**src/rtl/fifo_pkg.sv**
```systemverilog
// rtl/fifo_pkg.sv - shared pointer/count types for the FIFO status controller
package fifo_pkg;

    localparam int FIFO_ADDR_W = 4;

    typedef logic [FIFO_ADDR_W:0] ptr_t;
    typedef logic [FIFO_ADDR_W:0] cnt_t;

    // Occupancy from wrap-bit pointers; modular subtraction handles the wrap.
    function automatic cnt_t ptr_diff(input ptr_t wp, input ptr_t rp);
        return cnt_t'(wp - rp);
    endfunction

endpackage

```
**src/rtl/fifo_ptr.sv**
```systemverilog
// rtl/fifo_ptr.sv - wrap-bit pointer register with increment enable
module fifo_ptr #(
    parameter int W = 5
) (
    input  logic         clk,
    input  logic         reset,
    input  logic         inc,
    output logic [W-1:0] ptr,
    output logic [W-1:0] ptr_nxt
);

    assign ptr_nxt = ptr + {{(W-1){1'b0}}, inc};

    always_ff @(posedge clk) begin
        if (reset) begin
            ptr <= '0;
        end else begin
            ptr <= ptr_nxt;
        end
    end

endmodule

```
**src/rtl/fifo_status_ctrl.sv**
```systemverilog
// rtl/fifo_status_ctrl.sv - push/pop qualification, occupancy, status and sticky error flags
module fifo_status_ctrl
    import fifo_pkg::*;
#(
    parameter int ADDR_W = FIFO_ADDR_W,
    parameter int AF_RST = 12,
    parameter int AE_RST = 2
) (
    input  logic              clk,
    input  logic              reset,
    input  logic              wr_req,
    input  logic              rd_req,
    input  logic              thr_we,
    input  logic [ADDR_W:0]   af_level,
    input  logic [ADDR_W:0]   ae_level,
    input  logic              clr_err,
    output logic              wr_en,
    output logic              rd_en,
    output logic [ADDR_W-1:0] waddr,
    output logic [ADDR_W-1:0] raddr,
    output logic [ADDR_W:0]   count,
    output logic              full,
    output logic              empty,
    output logic              almost_full,
    output logic              almost_empty,
    output logic              overflow,
    output logic              underflow
);

    localparam int              DEPTH    = 1 << ADDR_W;
    localparam logic [ADDR_W:0] DEPTH_C  = {1'b1, {ADDR_W{1'b0}}};
    localparam logic [ADDR_W:0] ONE_C    = {{ADDR_W{1'b0}}, 1'b1};
    localparam logic [ADDR_W:0] AF_RST_C = (AF_RST > DEPTH) ? DEPTH_C : AF_RST[ADDR_W:0];
    localparam logic [ADDR_W:0] AE_RST_C = (AE_RST > DEPTH) ? DEPTH_C : AE_RST[ADDR_W:0];

    logic [ADDR_W:0] wptr, wptr_nxt, rptr, rptr_nxt;
    logic [ADDR_W:0] count_nxt;
    logic [ADDR_W:0] af_thr, ae_thr, af_thr_nxt, ae_thr_nxt;

    function automatic logic [ADDR_W:0] sat_level(input logic [ADDR_W:0] lvl);
        return (lvl > DEPTH_C) ? DEPTH_C : lvl;
    endfunction

    // A push into a full FIFO is still safe when a pop frees the slot the same cycle.
    assign wr_en = wr_req & (~full | rd_req);
    assign rd_en = rd_req & ~empty;
    assign waddr = wptr[ADDR_W-1:0];
    assign raddr = rptr[ADDR_W-1:0];

    fifo_ptr #(.W(ADDR_W + 1)) u_wptr (
        .clk     (clk),
        .reset   (reset),
        .inc     (wr_en),
        .ptr     (wptr),
        .ptr_nxt (wptr_nxt)
    );

    fifo_ptr #(.W(ADDR_W + 1)) u_rptr (
        .clk     (clk),
        .reset   (reset),
        .inc     (rd_en),
        .ptr     (rptr),
        .ptr_nxt (rptr_nxt)
    );

    always_comb begin
        count_nxt = count;
        if (wr_en && !rd_en) begin
            count_nxt = count + ONE_C;
        end else if (rd_en && !wr_en) begin
            count_nxt = count - ONE_C;
        end
        af_thr_nxt = thr_we ? sat_level(af_level) : af_thr;
        ae_thr_nxt = thr_we ? sat_level(ae_level) : ae_thr;
    end

    // Flags come from next-state values so they line up with count.
    always_ff @(posedge clk) begin
        if (reset) begin
            count        <= '0;
            full         <= 1'b0;
            empty        <= 1'b1;
            almost_full  <= 1'b0;
            almost_empty <= 1'b1;
            overflow     <= 1'b0;
            underflow    <= 1'b0;
            af_thr       <= AF_RST_C;
            ae_thr       <= AE_RST_C;
        end else begin
            count        <= count_nxt;
            full         <= (wptr_nxt[ADDR_W] != rptr_nxt[ADDR_W]) &&
                            (wptr_nxt[ADDR_W-1:0] == rptr_nxt[ADDR_W-1:0]);
            empty        <= (wptr_nxt == rptr_nxt);
            almost_full  <= (count_nxt >= af_thr_nxt);
            almost_empty <= (count_nxt <= ae_thr_nxt);
            overflow     <= (wr_req & ~wr_en) | (overflow & ~clr_err);
            underflow    <= (rd_req & ~rd_en) | (underflow & ~clr_err);
            af_thr       <= af_thr_nxt;
            ae_thr       <= ae_thr_nxt;
        end
    end

    a_count_max: assert property (@(posedge clk) disable iff (reset) count <= DEPTH_C);
    a_full_empty: assert property (@(posedge clk) disable iff (reset) !(full && empty));
    a_count_ptr: assert property (@(posedge clk) disable iff (reset)
        count == (wptr - rptr));
    a_count_pkg: assert property (@(posedge clk) disable iff (reset)
        (ADDR_W != FIFO_ADDR_W) || (cnt_t'(count) == ptr_diff(ptr_t'(wptr), ptr_t'(rptr))));

endmodule

```
**config.mk**
```make
export PLATFORM = sky130hd
export DESIGN_NAME = fifo_status_ctrl
export DESIGN_NICKNAME = d
export VERILOG_FILES = /design/src/rtl/fifo_pkg.sv /design/src/rtl/fifo_ptr.sv /design/src/rtl/fifo_status_ctrl.sv
export SDC_FILE = /design/constraint.sdc
export NUM_CORES = 1
export LEC_CHECK = 0
export ABC_AREA = 1
export BUFFER_PORTS_ARGS = -buffer_cell sky130_fd_sc_hd__buf_2
export CORE_UTILIZATION = 35
export CTS_CLUSTER_DIAMETER = 40
export CTS_CLUSTER_SIZE = 14
export DETAILED_ROUTE_END_ITERATION = 16
export GPL_TIMING_DRIVEN = 0
export HOLD_SLACK_MARGIN = 0.12
export PLACE_DENSITY = 0.56
export SETUP_SLACK_MARGIN = 0.3
export SLEW_MARGIN = 30
export SYNTH_ARGS = -nofsm -noshare
export SYNTH_HDL_FRONTEND = slang
export SYNTH_HIERARCHICAL = 1
export SYNTH_SLANG_ARGS = --single-unit
```
**constraint.sdc**
```tcl
create_clock -name clk -period 2.5 [get_ports clk]
set_clock_uncertainty 0.15 [all_clocks]
set_input_delay 0.5 -clock clk [delete_from_list [all_inputs] [get_ports clk]]
set_output_delay 0.5 -clock clk [all_outputs]
set_load 0.02 [all_outputs]
```
### Word-level counts from Yosys, hierarchy flattened

Index checks and enable logic that the tools add are counted.

| operators by class | value |
|---|---|
| add/subtract/negate cells | 4 |
| bitwise logic cells | 14 |
| muxes and demuxes | 6 |
| reduce and logical (&&, ||, !) cells | 5 |
| equality and inequality tests | 3 |
| order comparisons | 4 |

Operator list:

| kind | number |
|---|---|
| 2-to-1 mux 5 bit | 6 |
| adder 5 x 1 -> 5 bit | 2 |
| greater-than comparator 5 bit (second input constant) | 2 |
| AND 1 bit | 6 |
| adder 5 x 1 -> 5 bit (second input constant) | 1 |
| == test 5 bit | 1 |
| >= comparator 5 bit | 1 |
| less-or-equal comparator 5 bit | 1 |
| inverter 1 bit | 5 |
| subtractor 5 x 1 -> 5 bit (second input constant) | 1 |
| == test 4 bit | 1 |
| logical AND 1 bit | 3 |
| OR 1 bit | 3 |
| logical NOT 1 bit | 2 |
| inequality test 1 bit | 1 |

| storage, ports and cells | value |
|---|---|
| input port bits | 16 |
| logic and storage cells | 47 |
| output and inout port bits | 21 |
| bits in registers | 31 |

### Depth between registers and ports, before layout

Gate-level depths: netlist (run 1).

| depth | value |
|---|---|
| depth after elaboration | 8 |
| mapped depth | 15 |
| depth with buffers taken out | 15 |

### Cells and area by module

The synthesis (run 1) kept the hierarchy.

By module, submodules not included:

| module | instances | area each (um2) | seq. area each (um2) | cells each |
|---|---|---|---|---|
| fifo_status_ctrl | 1 | 1174.9 | 420.4 | 153 |
| fifo_ptr | 2 | 215.2 | 100.1 | 28 |

### Worst setup path after synthesis (run 1)

No wires, ideal clock.

| timing path | value |
|---|---|
| path type | in2reg |
| start | input rd_req |
| end | register almost_empty |
| path slack | 217 ps |
| stages | 10 |
| buffers on the path | 0 |
| library setup time | 131 ps |
| data arrival time | 2001 ps |
| required time | 2219 ps |
| cells stage by stage | inv_1 a21oi_2 nand3_1 nand3_1 xor2_1 inv_1 ha_1 nand4_1 o221ai_1 o211ai_1 |

| between the ends | value |
|---|---|
| longest elaborated chain between the ends | 7 |
| elaborated cells on any way between the ends | 10 |
| classes of those cells | order compare (1); mux (2); bitwise (3); reduce/logical (4) |

RTL lines:

| what | RTL line | source |
|---|---|---|
| from (decl) | fifo_status_ctrl.sv:12 | `input logic rd_req,` |
| OR 1 bit (*) | fifo_status_ctrl.sv:45 | `assign wr_en = wr_req & (~full \| rd_req);` |
| AND 1 bit (*) | fifo_status_ctrl.sv:45 |  |
| net wr_en | fifo_status_ctrl.sv:17 | `output logic wr_en,` |
| logical NOT 1 bit | fifo_status_ctrl.sv:70 | `end else if (rd_en && !wr_en) begin` |
| logical AND 1 bit | fifo_status_ctrl.sv:70 |  |
| 2-to-1 mux 5 bit | fifo_status_ctrl.sv:70 |  |
| 2-to-1 mux 5 bit (*) | fifo_status_ctrl.sv:68 | `if (wr_en && !rd_en) begin` |
| net count_nxt[4] | fifo_status_ctrl.sv:37 | `logic [ADDR_W:0] count_nxt;` |
| less-or-equal comparator 5 bit (*) | fifo_status_ctrl.sv:95 | `almost_empty <= (count_nxt <= ae_thr_nxt);` |
| to (signal assigned) | fifo_status_ctrl.sv:95 |  |
| to (decl) | fifo_status_ctrl.sv:25 | `output logic almost_empty,` |

The timed path passes the listed nets; every way through them passes the cells marked *.
A chain may end at the register's enable or synchronous reset.

### Worst setup path after layout (run 1)

| timing path | value |
|---|---|
| start | register empty |
| end | register almost_full |

| between the ends | value |
|---|---|
| longest elaborated chain between the ends | 6 |
| elaborated cells on any way between the ends | 8 |
| classes of those cells | order compare (1); mux (2); bitwise (2); reduce/logical (3) |

RTL lines:

| what | RTL line | source |
|---|---|---|
| from (decl) | fifo_status_ctrl.sv:23 | `output logic empty,` |
| from (signal assigned) | fifo_status_ctrl.sv:93 | `empty <= (wptr_nxt == rptr_nxt);` |
| inverter 1 bit (*) | fifo_status_ctrl.sv:46 | `assign rd_en = rd_req & ~empty;` |
| AND 1 bit (*) | fifo_status_ctrl.sv:46 |  |
| logical AND 1 bit or logical NOT 1 bit (tied branches) | fifo_status_ctrl.sv:70, fifo_status_ctrl.sv:68 |  |
| 2-to-1 mux 5 bit or logical AND 1 bit (tied branches) | fifo_status_ctrl.sv:70, fifo_status_ctrl.sv:68 |  |
| 2-to-1 mux 5 bit (*) | fifo_status_ctrl.sv:68 |  |
| net count_nxt[1] | fifo_status_ctrl.sv:37 |  |
| >= comparator 5 bit (*) | fifo_status_ctrl.sv:94 | `almost_full <= (count_nxt >= af_thr_nxt);` |
| to (signal assigned) | fifo_status_ctrl.sv:94 |  |
| to (decl) | fifo_status_ctrl.sv:24 | `output logic almost_full,` |

Marked as above.

==> flow_summary.toml, run 1 <==
[final_layout]
layout.nets = 285
fillers = 449
n_antenna_cell = 0
area_growth_pct = 31.02
fin_cells = 307
drive_gt1_share_pct = 30.59

[timing]
rsz0062_at_grt = "yes"
hold_viol = 0
holdWs_ns = 0.3096
relSlewSlack_pct = 69.33
final.setup.tns_ns = 0
setup_viol = 0
maxClockFrequency_ghz = 0.4740
finalCriticalPeriod_ns = 2.110
min_period_over_period_pct = 84.39
tightest_slew_ns = 0.4601
slew_viol_final = 0

[critical_path]
ff2ff_path_depth = 15
slowest_delay_ns = 0.33
cp.arrival_ns = 2.12
cp_cell_sequence = "inv_2 > nand2_4 > nor2_4 > inv_2 > nand2_1 > o211ai_1 > o21ai_1 > inv_1 > ha_1 > nand3_2 > nand3b_1 > nand2_1 > nand3_2 > nand2_2 > a21oi_2"
critPathKind = "reg -> reg"
endpoint_kind = "flop"
required_ns = 2.51
crit_path_start_kind = "flop"
critPathMaxFanout = 5
cp_slowest_cell = "dfxtp_2"

[route]
drt_iter0_markers = 31
wire_per_inst_um = 10.60
ant_nets = 0
viasPerCell = 4.524
routed_wl_um = 3254
route.vias.total = 1389
drc_errors = 0
drt_pass1_iterations = 4

[floorplan]
ios = 37
die_area_um2 = 4862
die_w_um = 69.73
rows = 24
fp.dieH_um = 69.73
core_area_um2 = 4384
initial_core_util_pct = 36.62

[place]
placed_cells = 297
dp_hpwl_um = 2444
place.gp.congestion = 0.7363
portBuffers = 36

[global_routing]
globalRoute.totalOverflow = 0
antenna_found_initial = 0
first_global_vias = 1238
grt_max_degree = 17
grtUsageTotal_pct = 14.51
grt_pass1_wl_um = 5506

[clock_tree]
cts_buffer_depth = 2
clock_latency_ns = 0.28
cts-htree-levels = 2
clockRootBuffer = "clkbuf_8"
cts-buffers-inserted = 5
cts_tree = "built"
cts_sinks = 31
path_clk_slew_ns = 0.07

[outcome]
outcome = "finished, final reports clean"

[power_and_ir_drop]
leakage_nw = 1.075
p_per_area_nw_per_um2 = 766.1
vdd_drop_max_v = 0.0003638
total_power_w = 0.001611

[logic_synthesis]
synth_top_area_share_pct = 38.66
ys_seq_elements = 31
synth-async-reset-ratio_pct = 0
synth_largest_area_cell = "dfxtp_1"
ys_warn_count = 6
ys_seq_area_share_pct = 38.66
synth_edf_count = 0
syn-mean-instance-area_um2 = 7.681
ys.flop_type = "dfxtp_1"
synthTopCellsByArea = "dfxtp_1, ha_1, nand2_1"
synth.distinct_cells = 28
syn-num-nets = 240
netlist_area_um2 = 1605
synthCells = 209

[min_path]
hold_class = "reg -> reg"
min_path_cells = 2

[job]
cap_violations = 0
==> registers in the layout, summed over array words and instances (netlist names) <==
signal        count
u_rptr/ptr        5
full              1
ae_thr            5
almost_empty      1
empty             1
overflow          1
underflow         1
almost_full       1
count             5
af_thr            5
u_wptr/ptr        5
==> cells in the final DEF, fill, tap and decap left out, drive strengths merged <==
cell / count
ha: 15
nor2: 22
nand3b: 1
o21bai: 1
and2: 1
nor3: 2
dfxtp: 31
nand4: 5
buf: 38
inv: 36
nand3: 18
a21oi: 13
o21ai: 4
o221ai: 1
clkinv: 1
xor2: 7
a22o: 5
xnor2: 1
clkbuf: 7
bufinv: 1
o211ai: 2
nand2: 42
o21a: 1
==> where the power goes <==
group | switching [W] | leakage (nW) | internal (W)
logic | 0.000308 | 0.758 | 0.000216
clock network | 0.000184 | 0.0612 | 0.000322
registers | 0.0000337 | 0.256 | 0.000547
==> worst paths after layout <==
kind | startpoint | end | slack, ns
max | empty | almost_full | 0.39
min | underflow | underflow | 0.31
max reg2reg | empty | almost_full | 0.39
min reg2reg | underflow | underflow | 0.31
==> Yosys cell counts, types with 2 or more instances <==
cell	n
a21oi_1	12
a22o_1	5
dfxtp_1	31
ha_1	15
inv_1	34
inv_2	2
nand2_1	40
nand2_2	2
nand3_1	17
nand4_1	5
nor2_1	21
nor3_1	2
o211ai_1	2
o21ai_0	2
xor2_1	6
==> metrics by stage <==
stage               worst slack [ns]  utilization, %  cell area, µm²
CTS                           0.2658           45.26            1984
global route                  0.2269           47.97            2103
floorplan                     0.3182               -            1613
finish                        0.3903           47.97            2103
detailed placement          -0.02255           42.38            1858
global placement            -0.02803           42.38            1858
==> area by class of cell <==
class	count	area (µm²)	share of cell area, %
Multi-Input combinational cell	141	958.4	45.57
Clock inverter	2	35.03	1.666
Clock buffer	6	82.58	3.926
Buffer	1	3.754	0.1785
Timing Repair Buffer	38	195.2	9.280
Inverter	36	135.1	6.425
Tap cell	52	65.06	3.093
Sequential cell	31	628.1	29.86
==> repair_timing <==
action,in CTS,in global routing
pin swaps,0,16
resized for setup,2,27
hold buffers,0,0
setup endpoints to repair,2,3
setup buffers,0,2
==> kinds of logic after synthesis <==
| kind of cell | Yosys count | share of synthesized area [%] |
|---|---|---|
| AO/OA/AOI/OAI | 27 | 10.91 |
| XOR/XNOR | 8 | 4.833 |
| adder cells (fa/ha/maj) | 15 | 11.69 |
| buffers and inverters | 37 | 8.651 |
| flip-flops | 31 | 38.66 |
| AND/OR/NAND/NOR | 91 | 25.25 |
==> worst max-delay path, delay by kind of cell, from the launching register on <==
kind	cells	cell delay [ns]
AOI/OAI and AO/OA	3	0.25
buffers and inverters	3	0.24
adders and majority gates	1	0.32
DFF	1	0.33
and+or+nand+nor	8	0.68
==> metal layers <==
layer  global-route usage (%)  routed length [µm]
met1                    19.93                1653
met2                    21.57                1413
met3                    4.215                 140
met4                    5.333                  46
met5                        0                   0
No activity file was read; power rests on OpenSTA's default activity.
==> run 2, diff against run 1 <==
==> constraint.sdc (replaced) <==
create_clock -name clk -period 2 [get_ports clk]
set_clock_uncertainty 0.15 [all_clocks]
set_input_delay 0.4 -clock clk [delete_from_list [all_inputs] [get_ports clk]]
set_output_delay 0.4 -clock clk [all_outputs]
set_load 0.02 [all_outputs]
==> flow_summary.toml, run 2 (synthesis gave the netlist of run 1 again) <==
[clock_tree]
cts-htree-levels = 2
clock_latency_ns = 0.28
cts_tree = "built"
cts-buffers-inserted = 5
path_clk_slew_ns = 0.07
cts_sinks = 31
cts-hold-fix-buffers = 0
clockRootBuffer = "clkbuf_8"
cts_buffer_depth = 2

[floorplan]
die_area_um2 = 4862
ios = 37
die_w_um = 69.73
fp.dieH_um = 69.73
initial_core_util_pct = 36.62
core_area_um2 = 4384
rows = 24

[place]
place.gp.congestion = 0.7317
dp_hpwl_um = 2482
portBuffers = 36
place_ws_ns = -0.3392

[final_layout]
fillers = 449
final_core_util_pct = 50.03
final_cell_mix = "nand2_1, buf_2, inv_1"
area_growth_pct = 36.63
drive_gt1_share_pct = 34.72
layout.nets = 295
n_antenna_cell = 0

[outcome]
outcome = "finished, violations left"
failed_checks = "negative setup slack"

[route]
drc_errors = 0
drt_iter0_markers = 81
wire_per_inst_um = 10.98
routed_wl_um = 3480
viasPerCell = 4.533
drt_pass1_iterations = 4
ant_nets = 0
route.vias.total = 1437

[critical_path]
required_ns = 2.02
crit_family = "adder cells"
path_buf_inv = 2
crit_top_cell = "inv_1"
cp-startpoint = "count[1]"
critPathMaxFanout = 5
cp.arrival_ns = 2.10
cp_slowest_cell = "dfxtp_4"
slowest_delay_ns = 0.36
ff2ff_path_depth = 11
endpoint_kind = "flop"
r2r-start = "count[1]"
critPathKind = "reg -> reg"
crit_cells = 11
cp_cell_sequence = "inv_1 > ha_2 > o211ai_1 > o21ai_1 > inv_1 > ha_1 > nand3_1 > nand3b_1 > o21a_1 > nand2_1 > a21oi_1"
crit_path_start_kind = "flop"

[timing]
fin_ws_ns = -0.08385
hold_viol = 0
setup_viol = 2
relSlewSlack_pct = 72.05
maxClockFrequency_ghz = 0.4799
slew_viol_final = 0
min_period_over_period_pct = 104.2
tightest_slew_ns = 0.4192
rsz0062_at_grt = "yes"
finalCriticalPeriod_ns = 2.084

[power_and_ir_drop]
p_per_area_nw_per_um2 = 869.9
vdd_drop_max_v = 0.0004691
leakage_nw = 1.103

[global_routing]
grt_max_degree = 17
grtUsageTotal_pct = 15.84
first_global_vias = 1308
antenna_found_initial = 0
globalRoute.totalOverflow = 0
grt_pass1_wl_um = 5989

[job]
cap_violations = 0

[min_path]
min_path_cells = 4
hold_class = "in -> reg"
min_from = "clr_err"
## run 2: changes by cell type in the layout (fill, tap and decap cells not counted), moves of 2 or more
cell	change
clkinv_2	+2
nor2_1	-3
buf_4	+8
ha_1	-4
nor2_2	+2
nand3_2	-2
nand2_2	+2
ha_4	+3
dfxtp_4	+3
nand3_1	+2
dfxtp_2	-3
## run 2: report_power, final
part	switching, W	internal [W]	leakage (nW)
combinational	0.000385	0.000319	0.798
clock	0.000236	0.000238	0.0477
sequential	0.0000456	0.000684	0.257
## run 2: final cells by class
class                      count  area, µm²  area share, %
multi-input combinational    141      973.4          44.38
clock inverter                 3      15.01         0.6845
tap                           52      65.06          2.966
buffer                         1      3.754         0.1711
inverter                      36      145.1          6.617
sequential                    31      635.6          28.98
clock buffer                   5      68.82          3.137
timing repair buffer          48      286.5          13.06
## run 2: worst min-delay path, cell delays in order
cell and delay (ns):
buf_2 0.07, inv_1 0.04, nand2_1 0.05, a21oi_1 0.05
## run 2: through the flow
| stage | hold slack (ns) | instances | instance area, µm² | power [W] | setup TNS (ns) |
|---|---|---|---|---|---|
| finish | 0.2266 | 317 | 2193 | 0.001908 | -0.1349 |
| global route | 0.2599 | 317 | 2193 | 0.002049 | -0.4577 |
| CTS | 0.2222 | 317 | 2178 | 0.001914 | -0.1931 |
| detailed placement | 0.3070 | 297 | 1878 | 0.001300 | -0.8826 |
| global placement | 0.3006 | 297 | 1878 | 0.001294 | -0.9226 |
| floorplan | 0.2946 | 209 | 1633 | 0.001142 | -0.08157 |
## run 2: worst paths after layout
| path | slack (ns) | to |
|---|---|---|
| max | -0.08 | almost_full |
| min | 0.23 | overflow |
| max reg2reg | -0.08 | almost_full |
| min reg2reg | 0.31 | overflow |
## run 2: what timing repair did
item                                    in CTS  in global routing
pin swaps                                   11                  7
setup buffers                               12                  0
gates resized for setup                     28                  5
endpoints found under the setup margin       4                  7
## run 2: routing by layer
metal | up-vias | track usage [%] | wire length [µm]
met5 | - | 0 | 0
met4 | 0 | 6.667 | 57
met3 | 4 | 4.215 | 129
met2 | 25 | 24.81 | 1567
met1 | 624 | 20.58 | 1727
li1 | 784 | - | -
==> run 3, diff against run 2 <==
--- a/config.mk
+++ b/config.mk
@@ -20,3 +20,4 @@
 export SYNTH_HDL_FRONTEND = slang
 export SYNTH_HIERARCHICAL = 1
 export SYNTH_SLANG_ARGS = --single-unit
+export TNS_END_PERCENT = 50
==> flow_summary.toml, run 3 (synthesis gave the netlist of run 1 again) <==
[route]
drt_iter0_markers = 74
route.vias.total = 1441
drt_pass1_iterations = 4
wire_per_inst_um = 10.82
viasPerCell = 4.560
drc_errors = 0
routed_wl_um = 3418
ant_nets = 0

[timing]
finalCriticalPeriod_ns = 2.084
hold_viol = 0
min_period_over_period_pct = 104.2
relSlewSlack_pct = 72.05
setup_viol = 2
final.setup.tns_ns = -0.1340
maxClockFrequency_ghz = 0.4799
fin_ws_ns = -0.08396
tightest_slew_ns = 0.4192
rsz0062_at_grt = "yes"
slew_viol_final = 0

[final_layout]
layout_commonest_cell = "nand2_1"
n_antenna_cell = 0
area_growth_pct = 36.24
fin_area_um2 = 2187
drive_gt1_share_pct = 34.09
final_cell_mix = "nand2_1, buf_2, inv_1"
layout.nets = 294

[floorplan]
core_area_um2 = 4384
die_w_um = 69.73
ios = 37
rows = 24
die_area_um2 = 4862
fp.dieH_um = 69.73
initial_core_util_pct = 36.62

[power_and_ir_drop]
leakage_nw = 1.096
vdd_drop_max_v = 0.0004684
intPower_w = 0.001242
p_per_area_nw_per_um2 = 870.6
netSwitchingPower_w = 0.0006616
comb_power_share_pct = 36.9
switching_share_pct = 34.75
power.clock.fraction_pct = 24.7
seqPwrFrac_pct = 38.4

[clock_tree]
cts-htree-levels = 2
cts_buffer_depth = 2
cts_tree = "built"
cts_sinks = 31
clockRootBuffer = "clkbuf_8"
cts-hold-fix-buffers = 0
cts-buffers-inserted = 5
path_clk_slew_ns = 0.07
clock_latency_ns = 0.28

[critical_path]
cp_cell_sequence = "inv_1 > ha_2 > o211ai_1 > o21ai_1 > inv_1 > ha_1 > nand3_1 > nand3b_1 > o21a_1 > nand2_1 > a21oi_1"
cp.arrival_ns = 2.10
critPathMaxFanout = 5
critPathKind = "reg -> reg"
slowest_delay_ns = 0.36
crit_top_cell = "inv_1"
crit_path_start_kind = "flop"
required_ns = 2.02
endpoint_kind = "flop"
cp_slowest_cell = "dfxtp_4"

[global_routing]
first_global_vias = 1286
grt_max_degree = 17
grtUsageTotal_pct = 15.47
antenna_found_initial = 0
grt_pass1_wl_um = 5823
globalRoute.totalOverflow = 0

[job]
cap_violations = 0

[place]
place_area_um2 = 1878
place.gp.congestion = 0.7317
place_ws_ns = -0.3392
dp_hpwl_um = 2482
portBuffers = 36

[outcome]
outcome = "finished, violations left"
failed_checks = "negative setup slack"

[min_path]
hold_class = "in -> reg"
## run 3: through the flow
| stage | total power [W] | cells | hold slack [ns] | util, % |
|---|---|---|---|---|
| after global placement | 0.001294 | 297 | 0.3006 | 42.84 |
| after floorplan | 0.001142 | 209 | 0.2946 | - |
| after CTS | 0.001905 | 314 | 0.2222 | 48.80 |
| after detailed placement | 0.001300 | 297 | 0.3070 | 42.84 |
| after global routing | 0.002046 | 316 | 0.2599 | 49.89 |
| final | 0.001904 | 316 | 0.2265 | 49.89 |
## run 3: power by group through the flow
stage	Clock, W	Sequential [W]	Combinational [W]
after floorplan	0	0.000797	0.000345
after global placement	0	0.000737	0.000557
after CTS	0.000491	0.000727	0.000687
final	0.000471	0.000730	0.000703
after global routing	0.000519	0.000737	0.000789
after detailed placement	0	0.000738	0.000562
## run 3: metal layers
layer	global-route usage, %	part of all wire (%)
met5	0	0
met4	6.667	1.7
met3	4.215	3.9
met2	23.73	44
met1	20.42	50
## run 3: what timing repair did
action | 4_1_cts | 5_1_grt
pin swaps | 12 | 7
gates cloned | 0 | 0
endpoints found under the setup margin | 4 | 6
gates resized for setup | 22 | 9
buffers inserted | 9 | 2
## run 3: cell type report
cell class	count	area, µm²
clock buffers	5	68.82
repair buffers	47	280.3
well taps	52	65.06
plain buffers	1	3.754
fillers	444	2197
multi-input cells	141	978.4
inverters	36	140.1
clock inverters	3	15.01
flip-flops and latches	31	635.6
## run 3: path summary, 6_finish.rpt
kind                                from           to  slack (ns)  cells past startpoint
worst max-delay path            count[1]  almost_full       -0.08                     11
worst min-delay path             clr_err     overflow        0.23                      4
worst max register to register  count[1]  almost_full       -0.08                     11
worst min register to register  overflow     overflow        0.31                      2
## run 3: worst max-delay path, delay by kind of cell, from the launching register on
family	cells	cell delay (ns)
adders and majority gates	2	0.60
DFF	1	0.36
buffers and inverters	2	0.17
and+or+nand+nor	3	0.23
AOI/OAI and AO/OA	4	0.46
